File: config.mk
export PLATFORM = sky130hd
export DESIGN_NAME = hazard_sb
export DESIGN_NICKNAME = d
export VERILOG_FILES = /design/src/rtl/hazard_sb.sv
export SDC_FILE = /design/constraint.sdc
export NUM_CORES = 1
export LEC_CHECK = 0
export CAP_MARGIN = 0
export CORE_AREA = 2 2 109 111
export DETAILED_ROUTE_END_ITERATION = 10
export DIE_AREA = 0 0 111 113
export DONT_BUFFER_PORTS = 1
export PLACE_DENSITY = 0.67
export SYNTH_ARGS = -nofsm -noshare
export SYNTH_HDL_FRONTEND = slang
export SYNTH_SLANG_ARGS = --single-unit
File: constraint.sdc
create_clock -name clk -period 2.6 [get_ports clk]
set_input_delay 0.26 -clock clk [delete_from_list [all_inputs] [get_ports clk]]
set_output_delay 0.26 -clock clk [all_outputs]
set_load 0.02 [all_outputs]
File: src/rtl/hazard_sb.sv
// N-lane hazard unit: M/W forwarding selects, load-use/ecall interlocks and a long-latency scoreboard.
// Define HAZARD_PERF_EN to add the PerfMemStall/PerfDataStall stall-cycle counters.
module hazard_sb #(
  parameter int LANES     = 2,
  parameter int NREG      = 32,
  parameter int ECALL_REG = 10,
  parameter int SELW      = (LANES < 2) ? 3 : 2 + $clog2(LANES)
) (
  input  logic                    clk,
  input  logic                    rst_n,
  input  logic                    enableD,
  input  logic                    PCSrcE,
  input  logic [LANES-1:0]        Stall_miss,
  input  logic [LANES*5-1:0]      Rs1D,
  input  logic [LANES*5-1:0]      Rs2D,
  input  logic [LANES*5-1:0]      RdD,
  input  logic [LANES*5-1:0]      Rs1E,
  input  logic [LANES*5-1:0]      Rs2E,
  input  logic [LANES*5-1:0]      RdE,
  input  logic [LANES-1:0]        ResultSrcE0,
  input  logic [LANES-1:0]        EcallE,
  input  logic [LANES-1:0]        EcallM,
  input  logic [LANES-1:0]        LongIssueE,
  input  logic                    LongDone,
  input  logic [4:0]              LongDoneRd,
  input  logic [LANES*5-1:0]      RdM,
  input  logic [LANES*5-1:0]      RdW,
  input  logic [LANES-1:0]        RegWriteM,
  input  logic [LANES-1:0]        RegWriteW,
  output logic [LANES*SELW-1:0]   FwdAE,
  output logic [LANES*SELW-1:0]   FwdBE,
  output logic                    StallF,
  output logic                    StallD,
  output logic                    StallE,
  output logic                    StallM,
  output logic                    StallW,
  output logic                    FlushD,
  output logic                    FlushE,
  output logic [NREG-1:0]         SbBusy
`ifdef HAZARD_PERF_EN
  ,
  output logic [31:0]             PerfMemStall,
  output logic [31:0]             PerfDataStall
`endif
);

  localparam int LW = SELW - 2;

  logic [4:0] rs1_d [LANES];
  logic [4:0] rs2_d [LANES];
  logic [4:0] rd_d  [LANES];
  logic [4:0] rs1_e [LANES];
  logic [4:0] rs2_e [LANES];
  logic [4:0] rd_e  [LANES];
  logic [4:0] rd_m  [LANES];
  logic [4:0] rd_w  [LANES];

  for (genvar g = 0; g < LANES; g++) begin : g_lane
    assign rs1_d[g] = Rs1D[g*5 +: 5];
    assign rs2_d[g] = Rs2D[g*5 +: 5];
    assign rd_d[g]  = RdD[g*5 +: 5];
    assign rs1_e[g] = Rs1E[g*5 +: 5];
    assign rs2_e[g] = Rs2E[g*5 +: 5];
    assign rd_e[g]  = RdE[g*5 +: 5];
    assign rd_m[g]  = RdM[g*5 +: 5];
    assign rd_w[g]  = RdW[g*5 +: 5];
  end

  logic            stall;
  logic            load_hz;
  logic            ecall_hz;
  logic            sb_hz;
  logic            data_hz;
  logic [NREG-1:0] busy_q;
  logic [NREG-1:0] busy_d;

  assign stall = |Stall_miss;

  // Later assignments win: W before M, ascending lane so the youngest producer overrides.
  always_comb begin
    // NOTE: every combinational output gets a default first, so no latch is inferred.
    FwdAE = '0;
    FwdBE = '0;
    for (int i = 0; i < LANES; i++) begin
      for (int j = 0; j < LANES; j++) begin
        if (RegWriteW[j] && rs1_e[i] != 5'd0 && rs1_e[i] == rd_w[j])
          FwdAE[i*SELW +: SELW] = {LW'(j), 2'b01};
        if (RegWriteW[j] && rs2_e[i] != 5'd0 && rs2_e[i] == rd_w[j])
          FwdBE[i*SELW +: SELW] = {LW'(j), 2'b01};
      end
      for (int j = 0; j < LANES; j++) begin
        if (RegWriteM[j] && rs1_e[i] != 5'd0 && rs1_e[i] == rd_m[j])
          FwdAE[i*SELW +: SELW] = {LW'(j), 2'b10};
        if (RegWriteM[j] && rs2_e[i] != 5'd0 && rs2_e[i] == rd_m[j])
          FwdBE[i*SELW +: SELW] = {LW'(j), 2'b10};
      end
    end
  end

  always_comb begin
    load_hz  = 1'b0;
    ecall_hz = 1'b0;
    sb_hz    = 1'b0;
    for (int i = 0; i < LANES; i++) begin
      for (int j = 0; j < LANES; j++) begin
        if (ResultSrcE0[j] && rd_e[j] != 5'd0 &&
            (rs1_d[i] == rd_e[j] || rs2_d[i] == rd_e[j]))
          load_hz = 1'b1;
        // Issue in flight this cycle: not yet visible in the scoreboard.
        if (LongIssueE[j] && rd_e[j] != 5'd0 &&
            (rs1_d[i] == rd_e[j] || rs2_d[i] == rd_e[j] || rd_d[i] == rd_e[j]))
          sb_hz = 1'b1;
      end
      if (rs1_d[i] == 5'(ECALL_REG) || rs2_d[i] == 5'(ECALL_REG))
        ecall_hz = 1'b1;
      for (int r = 1; r < NREG; r++) begin
        if (busy_q[r] && (rs1_d[i] == 5'(r) || rs2_d[i] == 5'(r) || rd_d[i] == 5'(r)))
          sb_hz = 1'b1;
      end
    end
    load_hz  = load_hz & enableD;
    ecall_hz = ecall_hz & enableD & (|(EcallE | EcallM));
    sb_hz    = sb_hz & enableD;
  end

  assign data_hz = load_hz | ecall_hz | sb_hz;

  assign StallF = data_hz | stall;
  assign StallD = data_hz | stall;
  assign StallE = stall;
  assign StallM = stall;
  assign StallW = stall;
  assign FlushD = !stall & PCSrcE;
  assign FlushE = !stall & (PCSrcE | data_hz);

  // Clear first, then set: a new issue to the same register outranks the older completion.
  always_comb begin
    busy_d = busy_q;
    if (LongDone) begin
      for (int r = 1; r < NREG; r++)
        if (LongDoneRd == 5'(r)) busy_d[r] = 1'b0;
    end
    if (!stall) begin
      for (int j = 0; j < LANES; j++)
        for (int r = 1; r < NREG; r++)
          if (LongIssueE[j] && rd_e[j] == 5'(r)) busy_d[r] = 1'b1;
    end
    busy_d[0] = 1'b0;
  end

  // NOTE: sequential state uses non-blocking assignments so every flop samples pre-edge values.
  always_ff @(posedge clk or negedge rst_n) begin
    if (!rst_n) busy_q <= '0;
    else        busy_q <= busy_d;
  end

  assign SbBusy = busy_q;

`ifdef HAZARD_PERF_EN
  always_ff @(posedge clk or negedge rst_n) begin
    if (!rst_n) begin
      PerfMemStall  <= '0;
      PerfDataStall <= '0;
    end else begin
      if (stall)            PerfMemStall  <= PerfMemStall + 32'd1;
      if (data_hz && !stall) PerfDataStall <= PerfDataStall + 32'd1;
    end
  end
`endif

endmodule

======== Word level (Yosys, flattened, before mapping) ========
Index checks and enable logic that the tools add are counted.
storage, ports and cells
  register bits after elaboration ......... 31
  bits of input ports ..................... 104
  output and inout port bits .............. 51
  logic and storage cells ................. 811
cells by class
  equal/unequal tests ..................... 307
  mux-type cells .......................... 183
  bitwise gates (word level) .............. 11
  reduce and logical (&&, ||, !) cells .... 309
operators by type and width
  kind                number
  $eq 5x5->1 const B  144
  $eq 5x4->1 const B  72
  $eq 5x3->1 const B  36
  $mux 1              169
  $logic_and 1x1->1   168
  $eq 5x5->1          28
  $logic_or 1x1->1    132
  $eq 5x2->1 const B  18
  $mux 31             2
  $eq 5x1->1 const B  9
  $mux 3              12
  $reduce_bool 5->1   6
  $and 1x1->1         6
  $or 1x1->1          4
  $reduce_or 2->1     2
  $or 2x2->2          1
  $logic_not 1->1     1

======== Logic depth before layout (Yosys ltp) ========
  depth after elaboration ................. 74
  mapped depth ............................ 10
  mapped depth without buffers ............ 7

======== Worst setup path after synthesis ========
No wires, ideal clock.
  kind .................................... input port to output port
  from .................................... input Rs1D[7]
  to ...................................... output StallF
  arrival ................................. 2.277 ns
  setup slack ............................. 0.063 ns
  stages on the path ...................... 9
  cell sequence ........................... buf_2 > or3b_2 > nor3_1 > nor4_2 > nand3_1 > or4_1 > nor4_2 > a31oi_1 > buf_4
on the way
  cells in the longest elaborated chain, start to end .. 40
RTL lines
  item                  RTL line  text
  start, declared       14        input logic [LANES*5-1:0] Rs1D,
  $eq 5x5->1            107, 111
  $logic_or 1x1->1      107, 111
  $logic_or 1x1->1      111       (rs1_d[i] == rd_e[j] || rs2_d[i] == rd_e[j] || rd_d[i] == rd_e[j]))
  $logic_and 1x1->1     110       if (LongIssueE[j] && rd_e[j] != 5'd0 &&
  $mux 1 (2 in a row)   110
  $mux 1 (31 in a row)  117       if (busy_q[r] && (rs1_d[i] == 5'(r) || rs2_d[i] == 5'(r) || rd_d[i] == 5'(r)))
  $and 1x1->1           123       sb_hz = sb_hz & enableD;
  $or 1x1->1 *          126       assign data_hz = load_hz | ecall_hz | sb_hz;
  $or 1x1->1 *          --
  end, declared         32        output logic StallF,
Every way passes the cells marked *; elsewhere a longest branch is shown, timed or not.

======== Final worst setup path ========
  from .................................... register busy_q[19] (netlist: SbBusy[19])
  to ...................................... output StallF
on the way
  cells in the longest elaborated chain, start to end .. 50
RTL lines
  item                    RTL line  text
  start, declared         74        logic [NREG-1:0] busy_q;
  start signal, assigned  154       else busy_q <= busy_d;
  $logic_and 1x1->1       117
  $mux 1 (13 in a row)    117
  $mux 1 (2 in a row)     110
  $mux 1 (18 in a row)    117
  $mux 1 * (13 in a row)  117
  $and 1x1->1 *           123
  $or 1x1->1 *            126
  $or 1x1->1 *            --
Marked as above.

==> qor.log <==
INFO  run_status     outcome=finished with violations
INFO  run_status     failed_checks=setup timing
INFO  yosys          post_synth_and_or_nand_nor_area_fraction=28.75%
INFO  sta            final.hold.worst_slack=0.2410ns
INFO  routing        drtPass1Iterations=7
INFO  yosys          ys_ff_latch=31
INFO  critical_path  timing.setup.critical_path_class=reg -> out
INFO  layout         layout-drive-gt1-share=14.95%
INFO  clocking       maximum_level_of_the_cts_h_tree=2
INFO  yosys          synth-compound-area-share=25.10%
INFO  sta            final_critical_path_setup_slack=-0.09269ns
INFO  power_and_ir_drop irDropWorstVdd=0.0004284V
INFO  global_routing grt.total_usage=41.89%
INFO  yosys          synth.net_count=882
INFO  clocking       tritoncts.num_buffers=5
INFO  routing        vias_post_dr=6,578
INFO  routing        drt-vias-per-instance=7.366
INFO  clocking       ctsLongestPathBuffers=2
INFO  routing        wl_per_cell=30.64um
INFO  critical_path  required=2.34ns
INFO  global_routing grt_pass1_wl=39.88mm
INFO  die            initial_utilization=49.31%
INFO  sta            period_minus_ws_final=2.693ns
INFO  sta            finalCritPeriodShare=103.6%
INFO  yosys          synth_area_per_cell=7.144um^2
INFO  clocking       worst_setup_hold_path_clk_slew=0.05ns
INFO  sta            final-setup-viol-count=3
INFO  clocking       insertion_delay=0.28ns
INFO  layout         fin_cells=893
INFO  sta            timing.fmax=371.4MHz
INFO  sta            final.setup_skew=0ns
INFO  sta            hold_viol=0
INFO  yosys          synth_cell_types=52
INFO  die            fp.dieW=111um
INFO  critical_path  worstSetupEndpointType=output pin
INFO  critical_path  critical_path.startpoint=SbBusy[19]$_DFF_PN0_
INFO  worst_hold_path hold_crit_path_type=in -> reg
INFO  die            fp-row-count=39
INFO  power_and_ir_drop post_layout_power=2.415mW
INFO  clocking       clock_sinks=31
INFO  die            die_height=113um
INFO  yosys          synthesis.yosys.warnings=0
INFO  clocking       clock-root-buffer=clkbuf_16
INFO  global_routing antenna_violations_before_repair=1
INFO  place          placement.setup.worst_slack=-0.08882ns
INFO  yosys          synthMuxAreaShare=0.1801%
INFO  yosys          synthCells=778
INFO  yosys          synth_top_family_by_area=simple AND/OR/NAND/NOR gates
INFO  global_routing overflow_left_after_global_routing=0
INFO  sta            relSlewSlack=49.33%
INFO  sta            grt_setup_unrepaired=true
INFO  clocking       cts_tree=yes
INFO  routing        drcViolationCount=0
INFO  global_routing grt_pass1_vias=6,316
INFO  die            io-pin-count=155
INFO  routing        detailedRoute.firstIterationViolations=1,006
INFO  layout         number_of_flip_flops_in_the_largest_register=31
INFO  place          globalplace.congestion=1.128
INFO  layout         stdcell_area=5884um^2
INFO  sta            count_of_pins_over_their_slew_limit=0
INFO  power_and_ir_drop power_leakage=2.003nW
INFO  global_routing grt_start_max_net_pins=38
INFO  job            max_cap_violations=0
INFO  critical_path  worst_r2r_startpoint=SbBusy[4]$_DFF_PN0_
INFO  layout         syn2layout_area_growth=5.876%
INFO  critical_path  arrival=2.43ns
INFO  place          dp_hpwl=21.41mm
INFO  die            floorplan.die_area=12,540um^2
INFO  die            coreArea=11,270um^2
INFO  place          place.detailed.instances=881
INFO  layout         final_util=52.20%
INFO  yosys          post_synth_fa_ha_maj_area_fraction=0%
INFO  power_and_ir_drop cellPowerDensity=410.4nW/um^2
INFO  sta            timing.setup.tns=-0.2392ns
INFO  yosys          synth-xor-area-share=22.06%
INFO  routing        detail-route-antenna-nets=0
INFO  worst_hold_path min_from=RdE[8]
INFO  place          placed_cell_area=5660um^2
INFO  layout         fin_nets=852
INFO  place          numPortBuffers=0
INFO  critical_path  cp_max_fo=5
INFO  yosys          yosysSeqAreaShare=13.96%
INFO  critical_path  crit_path_start_kind=register
INFO  yosys          mappedNetlistArea=5558um^2
INFO  routing        route.final.wire_length=27.36mm
INFO  layout         fillers=1,138
INFO  sta            worstMarginPinSlew=0.7549ns
cell families (layout without fill, tap and decap cells):
logic type,count (synthesis),count (layout)
compound gates,220,220
xor+xnor,140,140
mux,1,1
other cells,1,2
flops,31,31
buf+inv,110,81
simple gates,275,275
power breakdown:
part | total, mW | switching [mW] | internal [mW]
registers | 0.796 | 0.215 | 0.580
logic | 1.07 | 0.622 | 0.449
clock network | 0.548 | 0.196 | 0.353
final cells by class:
class	count	area, um^2	area share (%)
Multi-Input combinational cell	637	4270	72.57
Sequential cell	31	777.0	13.20
Timing Repair Buffer	59	465.4	7.910
Tap cell	143	178.9	3.041
Clock buffer	7	132.6	2.254
Inverter	14	52.55	0.8930
Clock inverter	1	5.005	0.08505
Antenna cell	1	2.502	0.04253
cells in the mapped netlist, drive strengths merged:
library cell,instances,area [um^2]
a2111oi,1,8.760
a21o,4,30.03
a21oi,1,5.000
a221oi,1,8.760
a22oi,31,232.7
a311o,1,10.01
a311oi,1,8.760
a31oi,1,6.260
a32oi,8,70.07
a41oi,1,8.760
and2,1,6.260
and3,2,12.51
and4,1,8.760
buf,61,365.3
clkbuf,35,131.4
conb,1,3.750
dfrtp,31,775.7
inv,14,52.55
mux2i,1,10.01
nand2,17,63.81
nand2b,22,140.1
nand3,33,165.2
nand3b,20,150.1
nand4,24,150.1
nand4b,2,17.52
nor2,44,165.2
nor2b,10,62.56
nor3,33,170.2
nor4,20,137.6
nor4b,2,17.52
o21ai,75,375.4
o22ai,74,462.9
o311a,1,10.01
o31ai,15,112.6
o32a,1,10.01
o32ai,2,17.52
o41ai,2,17.52
or2,15,93.84
or2b,1,7.510
or3,4,26.28
or3b,18,157.7
or4,6,45.04
xnor2,80,700.7
xor2,60,525.5
cells in the final DEF, fill, tap and decap left out, drive strengths merged, types with 14 or more instances in the layout:
cell type / n
a22oi: 31
o21ai: 75
nand2: 17
o22ai: 74
nand4: 24
xnor2: 80
inv: 14
nor3: 33
or2: 15
nand2b: 22
dfrtp: 31
nor4: 20
nor2: 44
or3b: 18
nand3b: 20
xor2: 60
nand3: 33
buf: 58
o31ai: 15
routing by layer:
layer | wire, um | up-vias | part of all wire (%) | global-route usage, %
met4 | 1775 | 0 | 6.5 | 21.75
met3 | 3552 | 139 | 13 | 13.12
met2 | 11910 | 576 | 44 | 65.85
met1 | 10130 | 3080 | 37 | 51.82
met5 | 0 | - | 0 | 0
li1 | - | 2783 | - | -
worst max-delay path, stage by stage (launching register included):
cell and delay, ns:
dfrtp_2 0.50, nand3_2 0.09, o22ai_1 0.08, nor3_1 0.14
nand3_1 0.17, or4_4 0.56, nor4_4 0.20, buf_4 0.17
a31oi_2 0.09, buf_6 0.16
final timing paths:
path	slack, ns	endpoint	cells after the start
min in group asynchronous	0.41	SbBusy[25]$_DFF_PN0_	2
hold / removal	0.24	SbBusy[30]$_DFF_PN0_	2
setup / recovery	-0.09	StallF	9
setup reg to reg	1.62	SbBusy[4]$_DFF_PN0_	3
hold reg to reg	0.72	SbBusy[1]$_DFF_PN0_	3
max in group asynchronous	2.00	SbBusy[1]$_DFF_PN0_	2
repair_timing:
item / 4_1_cts / 5_1_grt
pin swaps: 8 / 0
endpoints found under the setup margin: 3 / 3
hold buffers: 2 / 0
buffers inserted: 1 / 0
resized for setup: 10 / 4
hold endpoints to repair: 31 / 0
Power figures use the tool's default switching activity.
